## src/rtl/exec_ctrl_unit_pkg.sv

```systemverilog
// Shared encodings for the exec_ctrl_unit decode/execute slice: opcodes, functs,
// ALU-op classes, ALU operation codes and the decoded control bundle.
package exec_ctrl_unit_pkg;

    localparam logic [5:0] OP_RTYPE = 6'b000000;
    localparam logic [5:0] OP_LW    = 6'b100011;
    localparam logic [5:0] OP_SW    = 6'b101011;
    localparam logic [5:0] OP_BEQ   = 6'b000100;
    localparam logic [5:0] OP_ADDI  = 6'b001000;
    localparam logic [5:0] OP_J     = 6'b000010;
    localparam logic [5:0] OP_HALT  = 6'b111111;

    localparam logic [5:0] FN_ADD = 6'b100000;
    localparam logic [5:0] FN_SUB = 6'b100010;
    localparam logic [5:0] FN_AND = 6'b100100;
    localparam logic [5:0] FN_OR  = 6'b100101;
    localparam logic [5:0] FN_SLT = 6'b101010;
    localparam logic [5:0] FN_NOR = 6'b100111;

    localparam logic [1:0] ALUOP_ADD   = 2'b00;
    localparam logic [1:0] ALUOP_SUB   = 2'b01;
    localparam logic [1:0] ALUOP_FUNCT = 2'b10;
    localparam logic [1:0] ALUOP_RSVD  = 2'b11;

    localparam logic [3:0] ALU_AND = 4'b0000;
    localparam logic [3:0] ALU_OR  = 4'b0001;
    localparam logic [3:0] ALU_ADD = 4'b0010;
    localparam logic [3:0] ALU_SUB = 4'b0110;
    localparam logic [3:0] ALU_SLT = 4'b0111;
    localparam logic [3:0] ALU_NOR = 4'b1100;

    typedef struct packed {
        logic       regdest;
        logic       alusrc;
        logic       memtoreg;
        logic       regwrite;
        logic       memread;
        logic       memwrite;
        logic       branch;
        logic       jump;
        logic [1:0] aluop;
    } ctrl_t;

    // Unknown functions and the reserved aluop class both fall back to add.
    function automatic logic [3:0] alu_ctrl(input logic [1:0] aluop, input logic [5:0] funct);
        logic [3:0] op;
        op = ALU_ADD;
        case (aluop)
            ALUOP_SUB: op = ALU_SUB;
            ALUOP_FUNCT: begin
                case (funct)
                    FN_ADD:  op = ALU_ADD;
                    FN_SUB:  op = ALU_SUB;
                    FN_AND:  op = ALU_AND;
                    FN_OR:   op = ALU_OR;
                    FN_SLT:  op = ALU_SLT;
                    FN_NOR:  op = ALU_NOR;
                    default: op = ALU_ADD;
                endcase
            end
            default: op = ALU_ADD;
        endcase
        return op;
    endfunction

endpackage

```

## src/rtl/exec_ctrl_unit_alu.sv

```systemverilog
// Purely combinational ALU with zero flag; undefined operation codes yield 0.
module exec_alu
    import exec_ctrl_unit_pkg::*;
#(
    parameter int WIDTH = 32
) (
    input  logic [3:0]       operation,
    input  logic [WIDTH-1:0] data_a,
    input  logic [WIDTH-1:0] data_b,
    output logic [WIDTH-1:0] aluresult,
    output logic             zero
);

    logic signed [WIDTH-1:0] sa;
    logic signed [WIDTH-1:0] sb;

    assign sa = $signed(data_a);
    assign sb = $signed(data_b);

    always_comb begin
        aluresult = '0;
        case (operation)
            ALU_AND: aluresult = data_a & data_b;
            ALU_OR:  aluresult = data_a | data_b;
            ALU_ADD: aluresult = data_a + data_b;
            ALU_SUB: aluresult = data_a - data_b;
            ALU_SLT: aluresult = {{(WIDTH-1){1'b0}}, (sa < sb)};
            ALU_NOR: aluresult = ~(data_a | data_b);
            default: aluresult = '0;
        endcase
    end

    assign zero = (aluresult == '0);

endmodule

```

## src/rtl/exec_ctrl_unit.sv

```systemverilog
// Single-cycle MIPS-subset main decode, ALU control and ALU, with a sticky HALT
// flag that masks every side-effecting control output once set.
module exec_ctrl_unit
    import exec_ctrl_unit_pkg::*;
#(
    parameter int WIDTH = 32
) (
    input  logic             clk,
    input  logic             reset,
    input  logic [5:0]       opcode,
    input  logic [5:0]       funct,
    input  logic [WIDTH-1:0] data_a,
    input  logic [WIDTH-1:0] data_b,
    output logic             regdest,
    output logic             jump,
    output logic             branch,
    output logic             memread,
    output logic             memtoreg,
    output logic             memwrite,
    output logic             alusrc,
    output logic             regwrite,
    output logic [1:0]       aluop,
    output logic [3:0]       operation,
    output logic [WIDTH-1:0] aluresult,
    output logic             zero,
    output logic             halted
);

    ctrl_t dec;

    always_comb begin
        dec = '0;
        case (opcode)
            OP_RTYPE: begin
                dec.regdest  = 1'b1;
                dec.regwrite = 1'b1;
                dec.aluop    = ALUOP_FUNCT;
            end
            OP_LW: begin
                dec.alusrc   = 1'b1;
                dec.memtoreg = 1'b1;
                dec.regwrite = 1'b1;
                dec.memread  = 1'b1;
                dec.aluop    = ALUOP_ADD;
            end
            OP_SW: begin
                dec.alusrc   = 1'b1;
                dec.memwrite = 1'b1;
                dec.aluop    = ALUOP_ADD;
            end
            OP_BEQ: begin
                dec.branch = 1'b1;
                dec.aluop  = ALUOP_SUB;
            end
            OP_ADDI: begin
                dec.alusrc   = 1'b1;
                dec.regwrite = 1'b1;
                dec.aluop    = ALUOP_ADD;
            end
            OP_J: begin
                dec.jump = 1'b1;
            end
            default: dec = '0;
        endcase
    end

    // Halt capture: reset wins over a halt opcode on the same edge.
    always_ff @(posedge clk) begin
        if (reset) begin
            halted <= 1'b0;
        end else if (opcode == OP_HALT) begin
            halted <= 1'b1;
        end
    end

    // Only state-changing controls are masked; datapath selects keep decoding.
    assign regdest   = dec.regdest;
    assign alusrc    = dec.alusrc;
    assign memtoreg  = dec.memtoreg;
    assign aluop     = dec.aluop;
    assign regwrite  = dec.regwrite & ~halted;
    assign memread   = dec.memread  & ~halted;
    assign memwrite  = dec.memwrite & ~halted;
    assign branch    = dec.branch   & ~halted;
    assign jump      = dec.jump     & ~halted;

    assign operation = alu_ctrl(dec.aluop, funct);

    exec_alu #(
        .WIDTH(WIDTH)
    ) u_alu (
        .operation(operation),
        .data_a   (data_a),
        .data_b   (data_b),
        .aluresult(aluresult),
        .zero     (zero)
    );

endmodule

```

## config.mk

```make
export PLATFORM = sky130hd
export DESIGN_NAME = exec_ctrl_unit
export DESIGN_NICKNAME = d
export VERILOG_FILES = /design/src/rtl/exec_ctrl_unit_pkg.sv /design/src/rtl/exec_ctrl_unit_alu.sv /design/src/rtl/exec_ctrl_unit.sv
export SDC_FILE = /design/constraint.sdc
export NUM_CORES = 1
export LEC_CHECK = 0
export ABC_AREA = 1
export CORE_MARGIN = 5
export CORE_UTILIZATION = 57
export CTS_BUF_LIST = sky130_fd_sc_hd__clkbuf_2
export DETAILED_ROUTE_END_ITERATION = 16
export HOLD_SLACK_MARGIN = 0.15
export PLACE_DENSITY = 0.86
export SLEW_MARGIN = 30
export SYNTH_ARGS = -nofsm -noshare
export SYNTH_HDL_FRONTEND = slang
export SYNTH_SLANG_ARGS = --single-unit
```

## constraint.sdc

```tcl
create_clock -name clk -period 4.2 [get_ports clk]
set_clock_uncertainty 0.15 [all_clocks]
set_input_delay 0.84 -clock clk [delete_from_list [all_inputs] [get_ports clk]]
set_output_delay 0.84 -clock clk [all_outputs]
set_load 0.03 [all_outputs]
```

==> results.txt, run 1 <==
----------------------------------------------------
[Placement]
  Placed Cells incl. Taps ... 2084
  Total of buffers placed on input and output ports ... 125
  Hpwl dp ... 31.03 mm
  Worst slack at placement ... -0.8140 ns
  Routability congestion estimate ... 1.169

[Yosys]
  Total standard cell area after synthesis ... 7385 µm²
  Yosys Warn Count ... 0
  Cell taking the most area after synthesis ... nand2_1
  Number of unique standard cell types used by synthesis ... 36
  Count leader, synth ... nand2_1
  Sequential-to-total area share from yosys stat ... 0.2711%
  Flip-flop cell with the highest count after synthesis ... dfxtp_1
  Synth async-reset ratio ... 0%
  Number of instances in the synthesized netlist ... 1476
  Post-synthesis net count ... 1666
  Cell types with the highest counts after synthesis ... nand2_1 (459), inv_1 (313), nor2_1 (217)
  Syn avg cell area ... 5.003 µm²
  Synth top area cells ... nand2_1 (23%), ha_1 (19%), inv_1 (16%)
  Number of enable flip-flop cells after synthesis ... 0
  Post-synthesis sequential element count ... 1
  Fraction of post-synthesis cell area in the top cell type by area ... 23.33%

[Floorplan]
  Number of rows in the core area ... 41
  Die height ... 123.8 µm
  Initial Util ... 58.28%
  Count of boundary I/O pins ... 126
  Die span in x ... 123.8 µm

[Status]
  Failing step ... 4_1_cts
  Run status ... aborted with a tool error
  Error msg ... [ERROR DPL-0038] Utilization greater than 100%, impossible to legalize

[CTS]
  Total of cells resized after clock tree synthesis ... 619
  Number of buffers inserted for hold repair after clock tree synthesis ... 0
  Setup bufs post-CTS ... 66

----------------------------------------------------
-- per-stage QoR --
step | utilization, % | TNS [ns] | cell area [µm²]
2_1_floorplan | - | 0 | 7734
3_3_place_gp | 91.58 | -10.19 | 11600
3_5_place_dp | 91.58 | -16.44 | 11600
-- cell families after synthesis --
logic type | count (synthesis) | synth area share, %
AND/OR/NAND/NOR | 880 | 50.42
flip-flops | 1 | 0.2711
XOR/XNOR | 24 | 2.846
buffers and inverters | 344 | 18.37
AO/OA/AOI/OAI | 115 | 8.912
adder cells (fa/ha/maj) | 112 | 19.18
==> run 2: changes to the inputs <==
CORE_UTILIZATION = 40   (was 57)
CTS_BUF_LIST = unset   (was sky130_fd_sc_hd__clkbuf_2)
HOLD_SLACK_MARGIN = unset   (was 0.15)
PLACE_DENSITY = unset   (was 0.86)
PLACE_DENSITY_LB_ADDON = 0.15   (was unset)
==> results.txt, run 2 <==
----------------------------------------------------
[Yosys]
  Flip-flop cell with the highest count after synthesis ... dfxtp_1
  Xor/xnor share of the synthesized area ... 2.846% (unchanged)
  Cell types with the highest counts after synthesis ... nand2_1 (459), inv_1 (313), nor2_1 (217)
  Fraction of post-synthesis cell area in the top cell type by area ... 23.33% (unchanged)
  Yosys Warn Count ... 0 (unchanged)
  Syn avg cell area ... 5.003 µm² (unchanged)
  Number of instances in the synthesized netlist ... 1476 (unchanged)
  Post-synthesis simple-gate area fraction ... 50.42% (unchanged)
  Synth async-reset ratio ... 0% (unchanged)
  Total standard cell area after synthesis ... 7385 µm² (unchanged)
  Sequential-to-total area share from yosys stat ... 0.2711% (unchanged)
  Synth Area in Compound Gates ... 8.912% (unchanged)
  Number of enable flip-flop cells after synthesis ... 0 (unchanged)
  Post-synthesis mux area share ... 0% (unchanged)
  Cell taking the most area after synthesis ... nand2_1
  Dominant combinational cell family by area after synthesis ... simple AND/OR/NAND/NOR gates
  Count leader, synth ... nand2_1
  Number of unique standard cell types used by synthesis ... 36 (unchanged)
  Post-synthesis net count ... 1666 (unchanged)
  Synth top area cells ... nand2_1 (23%), ha_1 (19%), inv_1 (16%)
  Post-synthesis sequential element count ... 1 (unchanged)
  Post-Synth Adder-Cell Area ... 19.18% (unchanged)

[Global route]
  Vias in the first global route ... 11430
  Total global-route track usage ... 34.75%
  Maximum number of pins on one net before global-route repair ... 18
  First-pass GRT wire length ... 60.01 mm
  Antenna violations before repair ... 0
  GR Overflow Total ... 0

[Routing]
  Antenna viol nets, final ... 0
  Drt initial violations ... 1186
  Avg Vias per Cell ... 5.428
  Wire length per cell after detailed routing ... 19.35 µm
  Via total after detailed routing ... 12390
  Aggregate routed wire length ... 44.17 mm
  # DRC ... 0
  Drt pass-1 iters ... 6

[Power]
  Power density relative to cell area ... 157.6 nW/µm²
  Part of the total power dissipated in the clock network ... 0%
  Seq pwr share ... 0.4%
  Switching part of the total ... 52.96%
  Worst vdd rail ir drop ... 0.0001100 V
  Final Total Pwr ... 2.368 mW
  Reported net switching power ... 1.254 mW
  Leakage power of the design ... 8.333 nW
  Internal power ... 1.114 mW
  Comb power frac ... 99.6%

[Finish]
  Final Non-Filler Cells ... 2282
  Area Growth Syn to Fin ... 103.4%
  Leading cell types in the layout, fill and taps excluded ... buf_4 (431), nand2_1 (346), inv_1 (230)
  Most flops, register ... halted
  Max FFs per register ... 1
  Core occupancy in the finished layout ... 83.05%
  Proportion of layout cells with a drive suffix above 1 ... 49.20%
  # diodes ... 0
  Largest registers ... halted (1)
  Most common cell after layout, fill and taps aside ... buf_4
  Net count reported at finish ... 2245

[Placement]
  Routability congestion estimate ... 1.025 (-12%)
  Placed Cells incl. Taps ... 2197 (+5.4%)
  Hpwl dp ... 31.11 mm (+0.25%)
  Total of buffers placed on input and output ports ... 125 (unchanged)
  Worst slack at placement ... -0.9251 ns (-0.1112 ns)

[Setup path]
  Worst EP required ... 3.21 ns
  Type of element capturing the critical path ... primary output
  Critical path peak fanout ... 7
  Critical setup path kind ... in -> out
  Crit path launch type ... primary input
  Arr. time, crit path ... 3.70 ns

[Floorplan]
  Die height ... 145.9 µm (+18%)
  Core region area ... 18090 µm²
  Die area ... 21280 µm²
  Initial Util ... 40.83% (-17 points)
  Number of rows in the core area ... 49 (+20%)
  Count of boundary I/O pins ... 126 (unchanged)
  Die span in x ... 145.9 µm (+18%)

[Status]
  Failing checks ... setup timing
  Run status ... complete, but fails checks

[Job]
  Max-cap viol count ... 0

[CTS]
  Number of buffers inserted for hold repair after clock tree synthesis ... 0 (unchanged)
  Clock-pin slew reported for the worst setup and hold paths after clock tree synthesis ... 0 ns
  Source-to-sink clock delay at the later pin of the worst-skew pair ... 0 ns

[Timing]
  Worst slew slack as a fraction of its limit ... 68.09%
  Maximum frequency from static timing analysis ... 213.3 MHz
  Setup slack after layout ... -0.4893 ns
  RSZ-0062 raised after global routing ... yes
  Final max-slew violation count ... 0
  Min Tclk post-route ... 4.689 ns
  Final hold violations ... 0
  Measured slew at the worst slew-check pin ... 0.4750 ns
  Final setup vio count ... 33
  Period utilisation layout ... 111.7%

[Hold path]
  Type of the tightest min-delay check ... reg -> reg

----------------------------------------------------
## run 2: final cells by class
| class | count | area (µm²) |
|---|---|---|
| Inverter | 318 | 1209 |
| Fill cell | 1176 | 3065 |
| Timing Repair Buffer | 603 | 5430 |
| Multi-Input combinational cell | 1131 | 8075 |
| Tap cell | 229 | 286.5 |
| Sequential cell | 1 | 20.02 |
## run 2: per-stage QoR
stage | area (µm²) | TNS [ns] | hold slack, ns
2_1_floorplan | 7734 | 0 | 0.5077
3_3_place_gp | 12320 | -9.705 | 0.4344
3_5_place_dp | 12320 | -12.42 | 0.4486
4_1_cts | 13420 | -0.5287 | 0.4490
5_1_grt | 15020 | -6.385 | 0.5504
6_report | 15020 | -5.074 | 0.5017
## run 2: cells by family (layout without fill, tap and decap cells)
logic type / after synthesis / count (layout)
adder cells (fa/ha/maj): 112 / 112
XOR/XNOR: 24 / 24
AO/OA/AOI/OAI: 115 / 115
AND/OR/NAND/NOR: 880 / 880
flip-flops: 1 / 1
buffers and inverters: 344 / 921
## run 2: worst max-delay path: stages
cell     delay, ns
buf_8         0.11
nor2_4        0.15
nand2_2       0.10
nor3_4        0.30
ha_4          0.29
buf_6         0.13
nor2_4        0.17
nand2_4       0.11
nand3_4       0.12
buf_12        0.14
buf_8         0.13
nor2_2        0.05
nor2_2        0.15
nand3_4       0.10
nor2_4        0.18
nand2_2       0.08
nor2_4        0.15
nand2_2       0.08
nor2_4        0.15
buf_6         0.15
## run 2: worst paths after layout
| kind | start | end | slack [ns] | depth (start not counted) |
|---|---|---|---|---|
| setup / recovery | opcode[1] | zero | -0.49 | 20 |
| hold / removal | halted | halted | 0.50 | 2 |
| setup reg to reg | halted | halted | 3.23 | 2 |
| hold reg to reg | halted | halted | 0.50 | 2 |
## run 2: metal layers
metal,part of all wire [%],up-vias,global-route usage (%)
met5,0,-,0
met4,7.2,0,15.91
met3,9.2,251,3.332
met2,45,793,57.94
met1,39,5685,45.27
li1,-,5658,-
## run 2: what timing repair did
| item | in CTS | in global routing |
|---|---|---|
| cloned | 1 | 0 |
| gates resized for setup | 262 | 412 |
| pin swaps | 41 | 145 |
| endpoints found under the setup margin | 34 | 33 |
| buffers inserted | 35 | 52 |
## run 2: power groups by stage
stage,Combinational (mW),Clock [mW],Sequential [mW]
after CTS,1.98,0,0.0101
after global placement,1.79,0,0.0100
after detailed placement,1.80,0,0.0101
after floorplan,0.829,0,0.0102
after global routing,2.47,0,0.0101
final,2.36,0,0.0101
No activity file was read; power rests on OpenSTA's default activity.
==> run 3: changes to the inputs <==
CORE_MARGIN = unset   (was 5)
CTS_CLUSTER_DIAMETER = 200   (was unset)
==> results.txt, run 3 (synthesis gave the netlist of run 2 again) <==
----------------------------------------------------
[Status]
  Run status ... complete, but fails checks
  Failing checks ... setup timing

[Setup path]
  Reg-to-reg setup timing slack ... 3.31 ns (+0.08 ns)
  Origin of the critical flop-to-flop path ... halted
  Cell family with the largest share of critical-path delay ... simple AND/OR/NAND/NOR gates
  Max stage delay cell, worst path ... clkdlybuf4s50_1
  Arr. time, crit path ... 3.58 ns (-0.12 ns)
  Type of element capturing the critical path ... primary output
  Timing startpoint of the critical path ... data_b[25]
  Critical setup path kind ... in -> out
  Worst reg2reg path depth ... 2 (unchanged)
  End of the worst register-to-register path ... halted
  Number of buffer and inverter stages on the critical path ... 6 (+1)
  Cell chain of the critical path ... clkdlybuf4s50_1, inv_1, ha_4, inv_4, nand2_1, inv_1, nand2_2, inv_1, nand2_1, nor2_1, nor2_1, nand3_1, nand3_2, nand3_4, nor2_2, nand2_2, nor2_4, nand2_2, nor2_4, buf_12
  Number of gates on the worst path with buffers counted ... 20 (unchanged)
  Critical path peak fanout ... 4 (-3)
  Delay of the slowest critical-path stage ... 0.47 ns (+0.17 ns)
  Crit path launch type ... primary input
  Worst EP required ... 3.21 ns (about the same)

[Global route]
  Antenna violations before repair ... 0 (unchanged)
  Vias in the first global route ... 10400 (-9.0%)
  Total global-route track usage ... 36.73% (+2.0 points)
  GR Overflow Total ... 0 (unchanged)
  First-pass GRT wire length ... 53.25 mm (-11%)
  Maximum number of pins on one net before global-route repair ... 15 (-3)

[Timing]
  Final max-slew violation count ... 0 (unchanged)
  Final hold violations ... 0 (unchanged)
  Worst hold slack after final layout ... 0.4440 ns (-0.05769 ns)
  Min Tclk post-route ... 4.566 ns (-0.1229 ns)
  Final setup vio count ... 3 (-91%)
  Measured slew at the worst slew-check pin ... 0.4004 ns (-0.07460 ns)
  Worst slew slack as a fraction of its limit ... 73.28% (+5.2 points)
  Maximum frequency from static timing analysis ... 219.0 MHz (+2.7%)
  RSZ-0062 raised after global routing ... yes
  Setup slack after layout ... -0.3665 ns (+0.1229 ns)
  Period utilisation layout ... 108.7% (-2.9 points)

[Power]
  Final Total Pwr ... 2.252 mW (-4.9%)
  Comb power frac ... 99.6% (about the same)
  Seq pwr share ... 0.4% (about the same)
  Reported net switching power ... 1.208 mW (-3.7%)
  Power density relative to cell area ... 152.4 nW/µm² (-3.3%)
  Internal power ... 1.044 mW (-6.3%)
  Switching part of the total ... 53.64% (+0.68 points)
  Leakage power of the design ... 8.123 nW (-2.5%)
  Part of the total power dissipated in the clock network ... 0% (unchanged)
  Worst vdd rail ir drop ... 0.0001431 V (+30%)

[Routing]
  Avg Vias per Cell ... 5.260 (-3.1%)
  Aggregate routed wire length ... 38.82 mm (-12%)
  Via total after detailed routing ... 11710 (-5.5%)
  Drt pass-1 iters ... 6 (unchanged)
  Drt initial violations ... 966 (-19%)
  # DRC ... 0 (unchanged)
  Wire length per cell after detailed routing ... 17.44 µm (-9.9%)
  Antenna viol nets, final ... 0 (unchanged)

[CTS]
  Number of buffers inserted for hold repair after clock tree synthesis ... 0 (unchanged)
  Source-to-sink clock delay at the later pin of the worst-skew pair ... 0 ns (unchanged)
  Clock-pin slew reported for the worst setup and hold paths after clock tree synthesis ... 0 ns (unchanged)

[Finish]
  Most flops, register ... halted
  Area Growth Syn to Fin ... 100.1%
  Most common cell after layout, fill and taps aside ... buf_4
  Leading cell types in the layout, fill and taps excluded ... buf_4 (384), nand2_1 (335), inv_1 (224)
  Core occupancy in the finished layout ... 81.98% (-1.1 points)
  Max FFs per register ... 1 (unchanged)
  # diodes ... 0 (unchanged)
  Largest registers ... halted (1)
  Proportion of layout cells with a drive suffix above 1 ... 50.38% (+1.2 points)
  Net count reported at finish ... 2189 (-2.5%)
  Final standard cell area without fillers ... 14780 µm² (-1.6%)

[Floorplan]
  Number of rows in the core area ... 49 (unchanged)
  Die span in x ... 137.9 µm (-5.5%)
  Count of boundary I/O pins ... 126 (unchanged)
  Die area ... 19010 µm² (-11%)
  Core region area ... 18020 µm² (-0.34%)
  Initial Util ... 40.97% (+0.14 points)
  Die height ... 137.9 µm (-5.5%)

[Placement]
  Placement-stage cell area ... 11900 µm² (-3.4%)
  Total of buffers placed on input and output ports ... 125 (unchanged)
  Routability congestion estimate ... 1.010 (-1.5%)
  Hpwl dp ... 28.86 mm (-7.2%)
  Worst slack at placement ... -0.8987 ns (+0.02641 ns)

[Hold path]
  Start point of the worst hold path ... halted
  Cell count of the worst hold path ... 2 (unchanged)
  Terminating pin of the worst hold path ... halted
  Type of the tightest min-delay check ... reg -> reg

[Job]
  Max-cap viol count ... 0 (unchanged)

----------------------------------------------------
[run 3: tightest hold or removal path, stage by stage, from the launching register on]
cell     delay [ns]
dfxtp_1        0.34
inv_1          0.12
a21oi_1        0.07
[run 3: metrics by stage]
stage	cells	setup TNS, ns
6_report	2226	-0.4724
4_1_cts	2177	-0.7163
3_5_place_dp	2151	-13.10
2_1_floorplan	1476	0
3_3_place_gp	2151	-12.85
5_1_grt	2226	-0.8121
[run 3: worst max path at each step]
stage | end | slack [ns]
floorplan | zero | 0.0005
global placement | zero | -0.91
detailed placement | zero | -0.90
CTS | zero | -0.45
global route | zero | -0.43
finish | zero | -0.37
[run 3: area by class of cell]
cell class | count | area, µm²
Tap cell | 229 | 286.5
Multi-Input combinational cell | 1134 | 8356
Inverter | 318 | 1204
Timing Repair Buffer | 544 | 4911
Fill cell | 1234 | 3248
Sequential cell | 1 | 20.02
[run 3: power groups by stage]
stage / clock [mW] / combinational (mW) / sequential [mW]
after CTS: 0 / 1.86 / 0.0100
after global placement: 0 / 1.70 / 0.0100
final: 0 / 2.24 / 0.0100
after detailed placement: 0 / 1.71 / 0.0100
after floorplan: 0 / 0.829 / 0.0102
after global routing: 0 / 2.37 / 0.0101
[run 3: routing by layer]
metal	share of wire (%)	wire, µm	GRT usage [%]	vias up
li1	-	-	-	5547
met1	40	15680	47.51	5379
met2	45	17450	62.14	611
met3	8.6	3344	3.911	171
met4	6.1	2353	14.07	0
met5	0	0	0	-
[run 3: what timing repair did]
item | CTS | global route
gates resized for setup | 232 | 522
endpoints found under the hold margin | 0 | 0
cloned | 3 | 1
setup buffers | 23 | 52
setup endpoints to repair | 33 | 32
pin swaps | 38 | 164
==> run 4: changes to the inputs <==
SLEW_MARGIN = 40   (was 30)
clock period = 4 ns   (was 4.2 ns; I/O delays follow)
==> results.txt, run 4 (synthesis gave the netlist of run 2 again) <==
----------------------------------------------------
[Floorplan]
  Die height ... 137.9 µm (unchanged)
  Count of boundary I/O pins ... 126 (unchanged)
  Core region area ... 18020 µm² (unchanged)
  Die area ... 19010 µm² (unchanged)
  Initial Util ... 40.97% (unchanged)
  Die span in x ... 137.9 µm (unchanged)
  Number of rows in the core area ... 49 (unchanged)

[Timing]
  Measured slew at the worst slew-check pin ... 0.3803 ns (-0.02003 ns)
  Final setup vio count ... 33 (+30)
  Period utilisation layout ... 112.4%
  Final max-slew violation count ... 0 (unchanged)
  Final hold violations ... 0 (unchanged)
  RSZ-0062 raised after global routing ... yes
  Maximum frequency from static timing analysis ... 222.4 MHz
  Min Tclk post-route ... 4.497 ns
  Setup slack after layout ... -0.4967 ns (-0.1302 ns)
  Worst slew slack as a fraction of its limit ... 74.45% (+1.2 points)

[Setup path]
  Critical setup path kind ... in -> out
  Number of buffer and inverter stages on the critical path ... 7 (+1)
  Delay of the slowest critical-path stage ... 0.22 ns (-0.25 ns)
  Cell family with the largest share of critical-path delay ... simple AND/OR/NAND/NOR gates
  Crit path launch type ... primary input
  Critical path peak fanout ... 6 (+2)
  Max stage delay cell, worst path ... ha_4
  Cell chain of the critical path ... buf_6, nor2_4, nand2_4, nor3_4, buf_6, ha_4, buf_6, a21oi_4, buf_6, nor2_4, buf_12, buf_12, a21oi_4, nand3_4, nor2_4, nand2_2, nor2_4, nand2_2, nor2_4, buf_12
  Cell with the most instances on the worst path ... nor2_4
  Worst EP required ... 3.05 ns (-0.16 ns)
  Arr. time, crit path ... 3.55 ns (-0.03 ns)
  Type of element capturing the critical path ... primary output

[Placement]
  Placed Cells incl. Taps ... 2162 (+0.51%)
  Placement-stage cell area ... 11980 µm² (+0.65%)
  Hpwl dp ... 29.48 mm (+2.2%)
  Total of buffers placed on input and output ports ... 125 (unchanged)
  Routability congestion estimate ... 1.020 (+0.98%)

[Finish]
  Final standard cell area without fillers ... 15320 µm² (+3.7%)
  Largest registers ... halted (1)
  Most flops, register ... halted
  Net count reported at finish ... 2214 (+1.1%)
  Core occupancy in the finished layout ... 85.01% (+3.0 points)
  Leading cell types in the layout, fill and taps excluded ... buf_4 (366), nand2_1 (321), inv_1 (206)
  Area Growth Syn to Fin ... 107.5%
  Proportion of layout cells with a drive suffix above 1 ... 52.37% (+2.0 points)
  Max FFs per register ... 1 (unchanged)
  Count of filler cells inserted in the layout ... 1099 (-11%)
  Final Non-Filler Cells ... 2253 (+1.2%)
  Most common cell after layout, fill and taps aside ... buf_4

[Hold path]
  Type of the tightest min-delay check ... reg -> reg

[Routing]
  # DRC ... 0 (unchanged)
  Drt initial violations ... 1011 (+4.7%)
  Wire length per cell after detailed routing ... 20.37 µm (+17%)
  Avg Vias per Cell ... 5.532 (+5.2%)
  Drt pass-1 iters ... 6 (unchanged)
  Via total after detailed routing ... 12460 (+6.5%)
  Antenna viol nets, final ... 0 (unchanged)
  Aggregate routed wire length ... 45.90 mm (+18%)

[CTS]
  Source-to-sink clock delay at the later pin of the worst-skew pair ... 0 ns (unchanged)
  Clock-pin slew reported for the worst setup and hold paths after clock tree synthesis ... 0 ns (unchanged)

[Global route]
  First-pass GRT wire length ... 60.71 mm (+14%)
  Maximum number of pins on one net before global-route repair ... 16 (+1)
  GR Overflow Total ... 0 (unchanged)
  Total global-route track usage ... 41.94% (+5.2 points)
  Vias in the first global route ... 11500 (+11%)
  Antenna violations before repair ... 1 (+1)

[Status]
  Run status ... complete, but fails checks
  Failing checks ... setup timing

[Job]
  Max-cap viol count ... 0 (unchanged)

----------------------------------------------------
[run 4: what timing repair did]
item,CTS,global route
pin swaps,180,114
endpoints found under the setup margin,34,33
buffers inserted,65,30
hold buffers,0,0
gates resized for setup,644,233
cloned,4,1
[run 4: metrics by stage]
stage | hold WS, ns | TNS [ns] | setup slack (ns)
after global placement | 0.4182 | -14.57 | -0.9231
after floorplan | 0.5077 | -0.09194 | -0.09194
final | 0.5082 | -4.923 | -0.4967
after detailed placement | 0.4197 | -16.32 | -0.9832
after CTS | 0.4232 | -0.6896 | -0.3105
after global routing | 0.5153 | -6.570 | -0.6458
[run 4: worst paths after layout]
kind | startpoint | endpoint | slack (ns) | cells after the start
max | opcode[4] | zero | -0.50 | 20
max reg2reg | halted | halted | 3.01 | 2
min reg2reg | halted | halted | 0.51 | 2
min | halted | halted | 0.51 | 2
[run 4: layer usage]
layer | vias up | global-route usage, % | routed length [µm]
met5 | - | 0 | 0
met4 | 0 | 20.53 | 3337
met3 | 263 | 8.480 | 5079
met2 | 780 | 68.67 | 20610
met1 | 5802 | 52.03 | 16870
li1 | 5619 | - | -
[run 4: final cells by class]
cell class                      instances  area [µm²]  area share [%]
Multi-Input combinational cell       1131        8603           56.14
Timing Repair Buffer                  571        5176           33.78
Inverter                              318        1226           8.002
Tap cell                              229       286.5           1.870
Sequential cell                         1       20.02          0.1306
Timing Repair inverter                  1       6.256         0.04083
Antenna cell                            2       5.005         0.03266
[run 4: worst register-to-register path, stage by stage, from the launching register on]
cell     delay [ns]
dfxtp_1        0.46
inv_1          0.14
a21oi_1        0.17
